[config.mk]
export PLATFORM = sky130hd
export DESIGN_NAME = rr_arb_mux_n_flat
export DESIGN_NICKNAME = d
export VERILOG_FILES = /design/src/rtl/rr_arb_pkg.sv /design/src/rtl/rr_arb_mux_n_if.sv /design/src/rtl/rr_arbiter_n.sv /design/src/rtl/rr_arb_mux_n.sv /design/src/flat_wrapper.sv
export SDC_FILE = /design/constraint.sdc
export NUM_CORES = 1
export LEC_CHECK = 0
export BUFFER_PORTS_ARGS = -buffer_cell sky130_fd_sc_hd__buf_2
export CAP_MARGIN = 20
export CORE_AREA = 2 2 128 130
export DETAILED_ROUTE_END_ITERATION = 12
export DIE_AREA = 0 0 130 132
export PLACE_DENSITY_LB_ADDON = 0.12
export SLEW_MARGIN = 15
export SYNTH_ARGS = -nofsm -noshare
export SYNTH_HDL_FRONTEND = slang
export SYNTH_SLANG_ARGS = --single-unit
[constraint.sdc]
create_clock -name clk -period 4.4 [get_ports clk]
set_clock_uncertainty 0.2 [all_clocks]
set_input_delay 0.66 -clock clk [delete_from_list [all_inputs] [get_ports clk]]
set_output_delay 0.66 -clock clk [all_outputs]
set_load 0.03 [all_outputs]
[src/rtl/rr_arb_pkg.sv]
// rtl/rr_arb_pkg.sv - shared helpers for the round-robin arbitrated mux
// Purpose: modulo-N index increment and the reset value of the last-grant pointer.
// Ports: none (package).
package rr_arb_pkg;

    // Modulo-n increment without a divider: idx is always in [0, n-1].
    function automatic int next_idx(input int idx, input int n);
        return (idx >= n - 1) ? 0 : idx + 1;
    endfunction

    // The pointer resets to the last channel so that channel 0 is searched first.
    function automatic int last_grant_rst(input int n);
        return n - 1;
    endfunction

endpackage

[src/rtl/rr_arb_mux_n_if.sv]
// rtl/rr_arb_mux_n_if.sv - producer/consumer handshake bundle for rr_arb_mux_n
// Purpose: groups the N request channels and the single output channel.
// Signals:
//   in_valid  [N]        per-channel request
//   in_data   [N*WIDTH]  flattened words, channel i at [i*WIDTH +: WIDTH]
//   in_ready  [N]        per-channel accept, at most one bit high
//   out_valid            output register holds a word
//   out_data  [WIDTH]    registered selected word
//   out_src   [SW]       channel that supplied out_data
//   out_ready            consumer accepts out_data
// Modports: slave = arbiter side, master = producers/consumer side.
interface rr_arb_mux_n_if #(
    parameter int WIDTH = 64,
    parameter int N     = 4
);
    localparam int SW = $clog2(N);

    logic [N-1:0]       in_valid;
    logic [N*WIDTH-1:0] in_data;
    logic [N-1:0]       in_ready;
    logic               out_valid;
    logic [WIDTH-1:0]   out_data;
    logic [SW-1:0]      out_src;
    logic               out_ready;

    modport slave (
        input  in_valid,
        input  in_data,
        input  out_ready,
        output in_ready,
        output out_valid,
        output out_data,
        output out_src
    );

    modport master (
        output in_valid,
        output in_data,
        output out_ready,
        input  in_ready,
        input  out_valid,
        input  out_data,
        input  out_src
    );

endinterface

[src/rtl/rr_arbiter_n.sv]
// rtl/rr_arbiter_n.sv - combinational N-way round-robin grant
// Purpose: picks the first requester at or after (last_grant+1) mod N, wrapping.
// Ports:
//   req        [N]   requests
//   last_grant [SW]  channel granted on the most recent transfer
//   en               grant allowed this cycle; grant is zero when low
//   grant      [N]   one-hot grant or zero
module rr_arbiter_n
    import rr_arb_pkg::*;
#(
    parameter int N = 4
) (
    input  logic [N-1:0]         req,
    input  logic [$clog2(N)-1:0] last_grant,
    input  logic                 en,
    output logic [N-1:0]         grant
);
    localparam int SW = $clog2(N);

    int   cur;
    logic found;

    // Walk the N candidates in priority order; the first hit wins and
    // masks every later candidate, which keeps the grant one-hot.
    always_comb begin
        grant = '0;
        found = 1'b0;
        cur   = int'(last_grant);
        for (int k = 0; k < N; k++) begin
            cur = next_idx(cur, N);
            if (en && !found && req[SW'(cur)]) begin
                grant[SW'(cur)] = 1'b1;
                found           = 1'b1;
            end
        end
    end

endmodule

[src/rtl/rr_arb_mux_n.sv]
// rtl/rr_arb_mux_n.sv - N-channel round-robin arbitrated mux with registered output
// Purpose: selects one of N valid/ready producers per cycle in round-robin order
//          and registers the chosen word for a single consumer.
// Ports:
//   clk    rising-edge clock
//   reset  asynchronous active-high reset
//   bus    rr_arb_mux_n_if.slave (in_valid/in_data/in_ready, out_valid/out_data/out_src/out_ready)
// Parameters: WIDTH data width (>=1), N channel count (>=2).
module rr_arb_mux_n
    import rr_arb_pkg::*;
#(
    parameter int WIDTH = 64,
    parameter int N     = 4
) (
    input  logic           clk,
    input  logic           reset,
    rr_arb_mux_n_if.slave  bus
);
    localparam int            SW       = $clog2(N);
    localparam logic [SW-1:0] LAST_RST = SW'(last_grant_rst(N));

    generate
        if (N < 2) begin : g_bad_n
            $error("rr_arb_mux_n: N must be at least 2");
        end
        if (WIDTH < 1) begin : g_bad_width
            $error("rr_arb_mux_n: WIDTH must be at least 1");
        end
    endgenerate

    logic             r_out_valid;
    logic [WIDTH-1:0] r_out_data;
    logic [SW-1:0]    r_out_src;
    logic [SW-1:0]    r_last_grant;

    logic             w_load;
    logic [N-1:0]     w_grant;
    logic             w_xfer;
    logic [WIDTH-1:0] w_sel_data;
    logic [SW-1:0]    w_sel_src;

    // The output register can take a new word when it is empty or being drained.
    assign w_load = !r_out_valid || bus.out_ready;

    rr_arbiter_n #(
        .N (N)
    ) u_arb (
        .req        (bus.in_valid),
        .last_grant (r_last_grant),
        .en         (w_load),
        .grant      (w_grant)
    );

    // A grant is only issued to a requesting channel while loading, so any
    // grant bit is a completed handshake.
    assign w_xfer = |w_grant;

    // AND-OR select: grant is one-hot or zero, so OR-ing masked words and
    // indices yields the granted channel without a priority chain.
    always_comb begin
        w_sel_data = '0;
        w_sel_src  = '0;
        for (int i = 0; i < N; i++) begin
            w_sel_data = w_sel_data | (bus.in_data[i*WIDTH +: WIDTH] & {WIDTH{w_grant[i]}});
            w_sel_src  = w_sel_src  | (w_grant[i] ? SW'(i) : '0);
        end
    end

    always_ff @(posedge clk or posedge reset) begin
        if (reset) begin
            r_out_valid  <= 1'b0;
            r_out_data   <= '0;
            r_out_src    <= '0;
            r_last_grant <= LAST_RST;
        end else if (w_xfer) begin
            // Covers both an empty register and drain-plus-refill in one edge.
            r_out_valid  <= 1'b1;
            r_out_data   <= w_sel_data;
            r_out_src    <= w_sel_src;
            r_last_grant <= w_sel_src;
        end else if (w_load) begin
            // Drained with nothing to replace it; data/src keep their last values.
            r_out_valid  <= 1'b0;
        end
    end

    assign bus.in_ready  = w_grant;
    assign bus.out_valid = r_out_valid;
    assign bus.out_data  = r_out_data;
    assign bus.out_src   = r_out_src;

endmodule

[src/flat_wrapper.sv]
// flat-port wrapper written by rule: the top's interface ports become plain ports
module rr_arb_mux_n_flat import rr_arb_pkg::*;
#(
    parameter int WIDTH = 64,
    parameter int N     = 4
)
  (clk, reset, bus_in_valid, bus_in_data, bus_out_ready, bus_in_ready, bus_out_valid, bus_out_data, bus_out_src);
  rr_arb_mux_n_if #(.WIDTH(WIDTH), .N(N)) bus_i ();
  input  logic clk;
  input  logic reset;
  input wire logic [$bits(bus_i.in_valid)-1:0] bus_in_valid;
  input wire logic [$bits(bus_i.in_data)-1:0] bus_in_data;
  input wire logic [$bits(bus_i.out_ready)-1:0] bus_out_ready;
  output wire logic [$bits(bus_i.in_ready)-1:0] bus_in_ready;
  output wire logic [$bits(bus_i.out_valid)-1:0] bus_out_valid;
  output wire logic [$bits(bus_i.out_data)-1:0] bus_out_data;
  output wire logic [$bits(bus_i.out_src)-1:0] bus_out_src;
  assign bus_i.in_valid = bus_in_valid;
  assign bus_i.in_data = bus_in_data;
  assign bus_i.out_ready = bus_out_ready;
  assign bus_in_ready = bus_i.in_ready;
  assign bus_out_valid = bus_i.out_valid;
  assign bus_out_data = bus_i.out_data;
  assign bus_out_src = bus_i.out_src;
  rr_arb_mux_n #(.WIDTH(WIDTH), .N(N)) u_core (.clk(clk), .reset(reset), .bus(bus_i));
endmodule
==> summary.txt, run 1 <==
Pwr
  • Pwr Density: 995.2 nW/um^2
  • Leakage: approximately 0.0030 uW
  • Max VDD drop: around 0.8 mV

Global routing
  • Vias in the first global route: around 4500
  • Initial antenna violation count: 1
  • Largest net degree at the start of global routing: slightly above 100
  • GRT overflow: 0
  • GRT Total Usage: between 10% and 20%
  • First-pass GRT wire length: between 20000 and 25000 um

Detailed routing
  • Vias: around 5000
  • Antenna Nets Post-Route: 0
  • Final wirelength: 16360 um
  • WL met1: between 6000 and 7000 um
  • # DRC: 0
  • Pre-antenna DRT Iters: 9
  • Met2 routed WL: 8326 um
  • Routed vias/inst: roughly 5.1
  • Metal3 WL: ~1200 um
  • DR top layer: met4
  • DRT iter0 DRCs: 551
  • Avg WL per Cell: between 15 and 20 um

STA
  • Final Hold Fails: 0
  • Max-slew violations: 0
  • Slew of the pin with the lowest slew margin: ~830 ps
  • RSZ-0062 raised after global routing: no
  • Max_slew headroom: about 44%
  • Setup TNS: 0 ps
  • Setup ws final: between 200 and 300 ps
  • Setup Viol. Count Final: 0
  • Fmax: 0.2428 GHz
  • Final Critical Period: 4119 ps
  • Period utilization: a little over nine tenths

Final layout
  • # fillers: 1648
  • Storage cell area: around 1700 um^2
  • Layout area overhead: 52.45%
  • Non-filler cells in the finished layout: 973
  • Share of post-route cells with drive strength above 1: about 49%
  • Multi-input logic area: 2121 um^2
  • Net count, final: ~1000
  • Final Core Density: around two fifths

Synthesis
  • Mapped Cells: 449
  • Synth Area in Compound Gates: about 30%
  • Count of cell types in the netlist: 30
  • Post-synthesis sequential area ratio: a little over two fifths
  • Post-Syn Nets: 720
  • Post-synthesis register bit count: between 60 and 70
  • Post-synthesis mux area share: approximately 2.4%
  • Synth Area in XOR/XNOR: 0%
  • Synth warnings: 0
  • Simple-Gate Fraction of Synth Area: between 10% and 20%
  • Synthesized area per cell: 8.967 um^2
  • Largest family of logic cells by synthesized area: compound AO/OA/AOI/OAI gates
  • Synth Area in Adders: under 10%
  • Mapped Area: roughly 4000 um^2

Worst hold path
  • Hold Crit Class: in2async

Die
  • Initial Util: 25.63%
  • Row cnt: 46
  • Die ar.: between 15000 and 20000 um^2
  • Die Wd: about 130 um
  • Ports: between 300 and 400
  • Core area: about 16000 um^2
  • Die H: ~130 um

Critical path
  • Worst EP required: ~3500 ps
  • Worst setup SP type: flip-flop
  • CP endpoint kind: output pin
  • WP data arrival: approximately 3300 ps
  • Crit path max fanout: 34
  • Crit path kind: reg2out

Clock network
  • Worst-Skew Late Latency: approximately 340 ps
  • Clk root buf: clkbuf_16
  • Sink Count: 69
  • CTS tree: done
  • H-tree depth: 3
  • Number of setup buffers added after CTS: 0
  • Clk buf depth: 2
  • CTS buffer count: 9
  • CTS clock-pin slew for the worst setup and hold paths: 60 ps

Placed design
  • I/O Buffers: around 330
  • Placed cells: 956
  • Routability congestion estimate from global placement: roughly 0.86
  • Post-DP HPWL: 12390 um
  • Setup WS pre-CTS: 509.5 ps

Flow run
  • Number of max-cap violations: 0

Outcome
  • Status: complete, no violations
==> final timing paths <==
path | slack [ps] | to | from | cells past startpoint
worst max-delay path | 280 | bus_in_ready[0] | u_core.r_last_grant[0]$_DFFE_PP1P_ | 7
worst min-delay path | 280 | u_core.bus.out_data[3]$_DFFE_PP0P_ | reset | 2
worst max register to register | 430 | u_core.bus.out_data[21]$_DFFE_PP0P_ | u_core.r_last_grant[0]$_DFFE_PP1P_ | 9
worst min register to register | 280 | u_core.bus.out_src[0]$_DFFE_PP0P_ | u_core.bus.out_src[0]$_DFFE_PP0P_ | 1
max in group asynchronous | 2740 | u_core.r_last_grant[1]$_DFFE_PP1P_ | reset | 3
min in group clk | 280 | u_core.bus.out_src[0]$_DFFE_PP0P_ | u_core.bus.out_src[0]$_DFFE_PP0P_ | 1
==> report_power, final <==
part,internal [uW],switching [uW]
combinational,1420,2790
sequential,1060,183
clock,380,264
total,2870,3240
==> synthesized netlist by cell type <==
cell,count,area [um^2]
nor2_1,71,266.5
nand2_1,69,259.0
dfrtp_1,67,1677
a222oi_1,66,660.6
a31oi_1,64,400.4
clkbuf_1,37,138.9
ha_1,8,100.1
buf_2,7,35.03
o21ai_0,7,35.03
nand2b_1,6,37.54
buf_4,5,37.54
inv_1,5,18.77
mux2i_1,4,40.04
nor3b_1,4,30.03
or4b_2,4,40.04
mux2_2,3,33.78
a211o_1,2,17.52
a21oi_1,2,10.01
a221oi_1,2,17.52
a22oi_1,2,15.01
a32oi_1,2,17.52
dfstp_2,2,52.55
o21ai_1,2,10.01
o22ai_1,2,12.51
mux4_2,1,22.52
nor2_2,1,6.260
nor4b_1,1,8.760
nor4bb_1,1,10.01
o32ai_1,1,8.760
or4_1,1,7.510
==> cells in the final DEF, fill, tap and decap left out, drive strengths merged <==
cell and instances:
a221oi 2, buf 340, or4b 4, clkinv 2
a22oi 2, o21ai 9, ha 8, nor2 72
dfstp 2, o22ai 2, inv 5, nand2b 6
nand2 69, mux2i 4, mux2 3, a222oi 66
a31oi 64, nor3b 4, a211o 2, o32ai 1
diode 1, nor4b 1, dfrtp 67, a21oi 2
clkbuf 14, nor4bb 1, a32oi 2, mux4 1
or4 1
==> sequential cells by signal (all words and copies together) (netlist names) <==
register,count
u_core.r_last_grant,2
u_core.bus.out_data,64
u_core.bus.out_src,2
u_core.bus.out_valid,1
==> cell type report <==
cell class	count	area share, %
timing repair buffer	340	28.39
antenna	1	0.04077
clock inverter	2	0.1631
multi-input combinational	326	34.55
inverter	5	0.3057
sequential	69	28.17
clock buffer	14	3.975
tap	216	4.403
==> logic make-up (layout without fill, tap and decap cells) <==
logic type,Yosys count,after routing
muxes,8,8
buffers and inverters,54,361
adders and majority gates,8,8
other,0,1
and+or+nand+nor,158,158
DFF,69,69
AOI/OAI and AO/OA,152,152
==> critical path, cell delays in order (launching register included) <==
cell and delay, ps:
dfstp_2 650, inv_1 130, ha_1 560, mux4_2 390
a222oi_1 570, a21oi_4 110, buf_4 270, buf_2 230
==> per-layer routing <==
layer	vias up	global-route usage, %
li1	2371	-
met1	2282	21.48
met2	263	31.62
met3	27	3.571
met4	0	8.244
met5	-	0
==> repair_timing <==
| action | in CTS | in global routing |
|---|---|---|
| setup endpoints to repair | 0 | 3 |
| gates resized for setup | 0 | 3 |
| hold buffers | 0 | 0 |
==> stage by stage <==
step                area (um^2)  power [uW]  hold slack [ps]
floorplan                  4026        4404            367.3
global placement           5871        5453            268.1
detailed placement         5871        5531            272.9
CTS                        6125        6187            285.2
global route               6138        6617            316.4
finish                     6138        6109            277.8
(Power assumes the default switching activity.)
==> run 2, diff against run 1 <==
--- a/config.mk
+++ b/config.mk
@@ -7,9 +7,11 @@
 export LEC_CHECK = 0
 export BUFFER_PORTS_ARGS = -buffer_cell sky130_fd_sc_hd__buf_2
 export CAP_MARGIN = 20
-export CORE_AREA = 2 2 128 130
+export CELL_PAD_IN_SITES_DETAIL_PLACEMENT = 2
+export CELL_PAD_IN_SITES_GLOBAL_PLACEMENT = 2
+export CORE_MARGIN = 2
+export CORE_UTILIZATION = 20
 export DETAILED_ROUTE_END_ITERATION = 12
-export DIE_AREA = 0 0 130 132
 export PLACE_DENSITY_LB_ADDON = 0.12
 export SLEW_MARGIN = 15
 export SYNTH_ARGS = -nofsm -noshare
==> summary.txt, run 2 (synthesis results as in run 1) <==
Detailed routing
  • Avg WL per Cell: around 20 um
  • Antenna Nets Post-Route: 0
  • Pre-antenna DRT Iters: 8
  • Routed vias/inst: 5.003
  • Final wirelength: 21080 um
  • DRT iter0 DRCs: between 300 and 400
  • Vias: ~5000
  • # DRC: 0

Die
  • Die ar.: 21280 um^2
  • Die Wd: ~150 um
  • Initial Util: between 20% and 30%
  • Die H: approximately 150 um
  • Ports: between 300 and 400
  • Core area: roughly 20000 um^2
  • Row cnt: 51

Pwr
  • Leakage: 0.003010 uW
  • Max VDD drop: between 0.5 and 0.6 mV
  • Final Total Pwr: between 6000 and 7000 uW
  • Pwr Density: about 1000 nW/um^2

STA
  • Hold WS: just over 200 ps
  • Final Critical Period: about 4200 ps
  • Max-slew violations: 0
  • Max_slew headroom: around 37%
  • Period utilization: about 95%
  • Setup ws final: between 200 and 250 ps
  • Fmax: approximately 0.24 GHz
  • RSZ-0062 raised after global routing: no
  • Slew of the pin with the lowest slew margin: between 900 and 1000 ps
  • Final Hold Fails: 0
  • Setup TNS: 0 ps
  • Setup Viol. Count Final: 0

Clock network
  • CTS clock-pin slew for the worst setup and hold paths: roughly 60 ps
  • CTS buffer count: 9
  • CTS tree: done
  • Clk root buf: clkbuf_16
  • Sink Count: 69
  • Post-CTS Hold Fix Bufs: 0
  • H-tree depth: 3
  • Clk buf depth: 2
  • Worst-Skew Late Latency: about 330 ps

Global routing
  • Largest net degree at the start of global routing: 77
  • GRT overflow: 0
  • GRT Total Usage: around a fifth
  • First-pass GRT wire length: approximately 32000 um
  • Vias in the first global route: approximately 5700
  • Initial antenna violation count: 3

Critical path
  • CP endpoint kind: output pin
  • Crit path max fanout: 36
  • WP data arrival: about 3300 ps
  • Crit path buf inv count: 3
  • Worst EP required: 3540 ps
  • Worst setup SP type: flip-flop
  • Crit path kind: reg2out
  • Crit path max-delay cell type: dfstp_2
  • Critical path, cell by cell: inv_1 -> ha_2 -> mux2i_1 -> mux2i_1 -> a221oi_2 -> a21oi_4 -> buf_8 -> buf_2
  • FF-to-FF setup slack: around 310 ps
  • CP dominant cell by count: mux2i_1
  • Critical path's top delay family: compound AO/OA/AOI/OAI gates
  • CP peak stage delay: roughly 680 ps

Placed design
  • Routability congestion estimate from global placement: 0.8352
  • I/O Buffers: about 330
  • Setup WS pre-CTS: -95.00 ps
  • Post-DP HPWL: 15990 um

Final layout
  • Layout area overhead: 57.02%
  • Net count, final: 1029
  • Share of post-route cells with drive strength above 1: 49.80%
  • Max FFs per register: 64
  • Commonest non-fill, non-tap cell in the layout: buf_2
  • Commonest non-fill, non-tap cells in the layout: buf_2 (333), nor2_1 (71), nand2_1 (69)

Flow run
  • Number of max-cap violations: 0

Outcome
  • Status: complete, no violations

Worst hold path
  • Hold Crit Class: in2async
==> run 2: cell count changes in the layout (fill, tap and decap cells not counted), moves of 2 or more <==
cell / change
buf_4: +9
buf_6: -3
clkbuf_1: -3
bufinv_16: +2
clkbuf_8: +2
clkinv_2: -2
==> run 2: path summary, 6_finish.rpt <==
check	to	from	cells past startpoint
max in group asynchronous	u_core.bus.out_data[32]$_DFFE_PP0P_	reset	3
worst max register to register	u_core.bus.out_data[62]$_DFFE_PP0P_	u_core.r_last_grant[0]$_DFFE_PP1P_	10
worst max-delay path	bus_in_ready[1]	u_core.r_last_grant[0]$_DFFE_PP1P_	8
worst min-delay path	u_core.bus.out_data[2]$_DFFE_PP0P_	reset	2
min in group clk	u_core.bus.out_src[1]$_DFFE_PP0P_	u_core.bus.out_src[1]$_DFFE_PP0P_	2
worst min register to register	u_core.bus.out_src[1]$_DFFE_PP0P_	u_core.bus.out_src[1]$_DFFE_PP0P_	2
==> run 2: stage by stage <==
stage / cells / instance area [um^2] / util (%)
finish: 1030 / 6322 / 32.27
global route: 1029 / 6320 / 32.26
CTS: 1028 / 6310 / 32.21
detailed placement: 1008 / 5942 / 30.33
global placement: 1008 / 5942 / 30.33
floorplan: 449 / 4026 / -
==> run 2: layer usage <==
metal | track usage, % | vias up | wire [um]
met2 | 36.39 | 227 | 11310
met1 | 21.44 | 2517 | 7835
met4 | 6.275 | 0 | 373
met5 | 0 | - | 0
li1 | - | 2387 | -
met3 | 4.984 | 22 | 1559
==> run 2: final cells by class <==
class | count | area (um^2)
antenna | 2 | 5.005
sequential | 69 | 1729
inverter | 5 | 18.77
clock buffer | 13 | 260.3
tap | 265 | 331.6
timing repair buffer | 346 | 1772
multi-input combinational | 327 | 2138
fill | 2319 | 13270
clock inverter | 3 | 67.56
==> run 2: repair_timing <==
action / in CTS / in global routing
endpoints found under the setup margin: 1 / 1
buffers inserted: 3 / 0
pin swaps: 1 / 0
resized for setup: 2 / 3
gates cloned: 1 / 0
==> run 2: where the power goes <==
group	internal [uW]	total [uW]	leakage (uW)	switching, uW
logic	1450	4490	0.00204	3040
clock network	528	813	0.000156	285
registers	1070	1250	0.000812	188
total	3050	6560	0.00301	3510
==> run 3, diff against run 2 <==
--- a/config.mk
+++ b/config.mk
@@ -11,6 +11,7 @@
 export CELL_PAD_IN_SITES_GLOBAL_PLACEMENT = 2
 export CORE_MARGIN = 2
 export CORE_UTILIZATION = 20
+export CTS_BUF_LIST = sky130_fd_sc_hd__clkbuf_4
 export DETAILED_ROUTE_END_ITERATION = 12
 export PLACE_DENSITY_LB_ADDON = 0.12
 export SLEW_MARGIN = 15
==> constraint.sdc (replaced) <==
create_clock -name clk -period 4.3 [get_ports clk]
set_clock_uncertainty 0.2 [all_clocks]
set_input_delay 0.645 -clock clk [delete_from_list [all_inputs] [get_ports clk]]
set_output_delay 0.645 -clock clk [all_outputs]
set_load 0.03 [all_outputs]
==> summary.txt, run 3 (synthesis results as in run 1) <==
Clock network
  • CTS tree: done
  • Clk buf depth: 2
  • Sink Count: 69
  • CTS buffer count: 9
  • Post-CTS Hold Fix Bufs: 0
  • Clk root buf: clkbuf_4
  • Number of setup buffers added after CTS: 0
  • CTS clock-pin slew for the worst setup and hold paths: around 130 ps
  • H-tree depth: 3
  • Worst-Skew Late Latency: 440 ps

Pwr
  • Leakage: a little under 0.003 uW
  • Logic pwr share: a little over 70%
  • Pwr Density: 1016 nW/um^2
  • Final Total Pwr: ~6200 uW
  • Max VDD drop: 0.7163 mV
  • Sw Pwr: 3457 uW
  • Power share of the clock group: around 7.1%
  • Switching Fraction: 55.45%
  • Int Power: roughly 2800 uW
  • Part of the power in registers: around a fifth

Global routing
  • Largest net degree at the start of global routing: 107
  • GRT Total Usage: between 10% and 20%
  • Vias in the first global route: about 5700
  • Initial antenna violation count: 2
  • First-pass GRT wire length: 30910 um
  • GRT overflow: 0

STA
  • RSZ-0062 raised after global routing: no
  • Setup TNS: 0 ps
  • Final Hold Fails: 0
  • Max-slew violations: 0
  • Max_slew headroom: a little over two fifths
  • Setup Viol. Count Final: 0
  • Fmax: about 0.25 GHz
  • Period utilization: between 90% and 100%
  • Final Critical Period: just over 4000 ps
  • Slew of the pin with the lowest slew margin: between 800 and 900 ps

Flow run
  • Number of max-cap violations: 0

Detailed routing
  • Final wirelength: about 20000 um
  • Vias: 5051
  • Routed vias/inst: between 4 and 5
  • Pre-antenna DRT Iters: 8
  • DRT iter0 DRCs: between 300 and 400
  • Antenna Nets Post-Route: 0
  • # DRC: 0
  • Avg WL per Cell: 19.63 um

Die
  • Die H: 145.9 um
  • Row cnt: between 50 and 60
  • Initial Util: around a fifth
  • Die Wd: ~150 um
  • Ports: between 300 and 400
  • Die ar.: around 21000 um^2
  • Core area: 19590 um^2

Critical path
  • Worst EP required: around 3500 ps
  • Crit path max-delay cell type: dfstp_2
  • CP endpoint kind: output pin
  • Critical path, cell by cell: ha_1 -> nor2_4 -> mux4_2 -> a222oi_1 -> a21oi_4 -> buf_4 -> buf_2
  • CP peak stage delay: roughly 700 ps
  • Crit path max fanout: 27
  • Crit path kind: reg2out
  • Worst setup SP type: flip-flop
  • WP data arrival: around 3200 ps
  • FF-to-FF setup slack: around 450 ps

Placed design
  • I/O Buffers: between 300 and 400
  • Routability congestion estimate from global placement: between 0.7 and 0.8
  • Placed cells: around 1000
  • Post-DP HPWL: between 15000 and 20000 um

Final layout
  • Max FFs per register: 64
  • Layout area overhead: 52.42%
  • Non-filler cells in the finished layout: 1025
  • # fillers: ~2300
  • Commonest non-fill, non-tap cells in the layout: buf_2 (333), nor2_1 (71), nand2_1 (69)
  • Net count, final: 1024
  • Share of post-route cells with drive strength above 1: 49.74%
  • Commonest non-fill, non-tap cell in the layout: buf_2

Worst hold path
  • Hold Crit Class: in2async

Outcome
  • Status: complete, no violations
-- run 3: cell count changes in the layout (fill, tap and decap cells not counted), sizes merged --
cell and change:
clkbuf -2, bufinv -1, inv -1, clkinv +4, a21oi -1, buf -4
-- run 3: path summary, 6_finish.rpt --
| kind | cells past startpoint | startpoint | end |
|---|---|---|---|
| max | 7 | u_core.r_last_grant[0]$_DFFE_PP1P_ | bus_in_ready[0] |
| min | 2 | reset | u_core.bus.out_data[6]$_DFFE_PP0P_ |
| max in group asynchronous | 3 | reset | u_core.r_last_grant[1]$_DFFE_PP1P_ |
| min in group clk | 3 | bus_in_data[5] | u_core.bus.out_data[5]$_DFFE_PP0P_ |
| min reg2reg | 1 | u_core.bus.out_src[0]$_DFFE_PP0P_ | u_core.bus.out_src[0]$_DFFE_PP0P_ |
| max reg2reg | 9 | u_core.r_last_grant[0]$_DFFE_PP1P_ | u_core.bus.out_data[30]$_DFFE_PP0P_ |
-- run 3: critical path, delay by kind of cell, from the launching register on --
| family | cells | cell delay (ps) |
|---|---|---|
| buffers and inverters | 2 | 490 |
| DFF | 1 | 700 |
| AOI/OAI and AO/OA | 2 | 600 |
| and+or+nand+nor | 1 | 120 |
| adders and majority gates | 1 | 400 |
| muxes | 1 | 460 |
-- run 3: cell type report --
type	count	area (um^2)	share of cell area [%]
well taps	265	331.6	5.403
diodes	2	5.005	0.08155
flip-flops and latches	69	1729	28.18
repair buffers	342	1767	28.79
multi-input cells	326	2151	35.05
inverters	5	20.02	0.3262
clock inverters	5	51.30	0.8359
clock buffers	11	82.58	1.346
-- run 3: per-stage QoR --
stage	setup slack (ps)	area (um^2)	hold slack, ps	utilization [%]
after global routing	26.30	6135	158.8	31.32
after detailed placement	332.5	5947	283.6	30.36
final	252.1	6137	137.9	31.33
after floorplan	757.5	4026	367.3	-
after CTS	24.18	6091	198.7	31.09
after global placement	506.4	5947	269.3	30.36
-- run 3: timing repair --
item | in CTS | in global routing
hold endpoints to repair | 0 | 0
resized for setup | 2 | 9
pin swaps | 0 | 1
endpoints found under the setup margin | 1 | 4
-- run 3: power by group through the flow --
stage	clock, uW	combinational, uW	sequential (uW)
floorplan	0	2590	1910
global placement	0	4400	1270
detailed placement	0	4550	1290
CTS	468	4560	1280
global route	494	5010	1330
finish	444	4520	1270
-- run 3: metal layers --
| layer | GRT usage [%] | part of all wire, % | vias up |
|---|---|---|---|
| li1 | - | - | 2377 |
| met2 | 34.29 | 52 | 226 |
| met3 | 4.859 | 6.9 | 27 |
| met4 | 6.667 | 2.4 | 0 |
| met1 | 19.49 | 38 | 2421 |
| met5 | 0 | 0 | - |
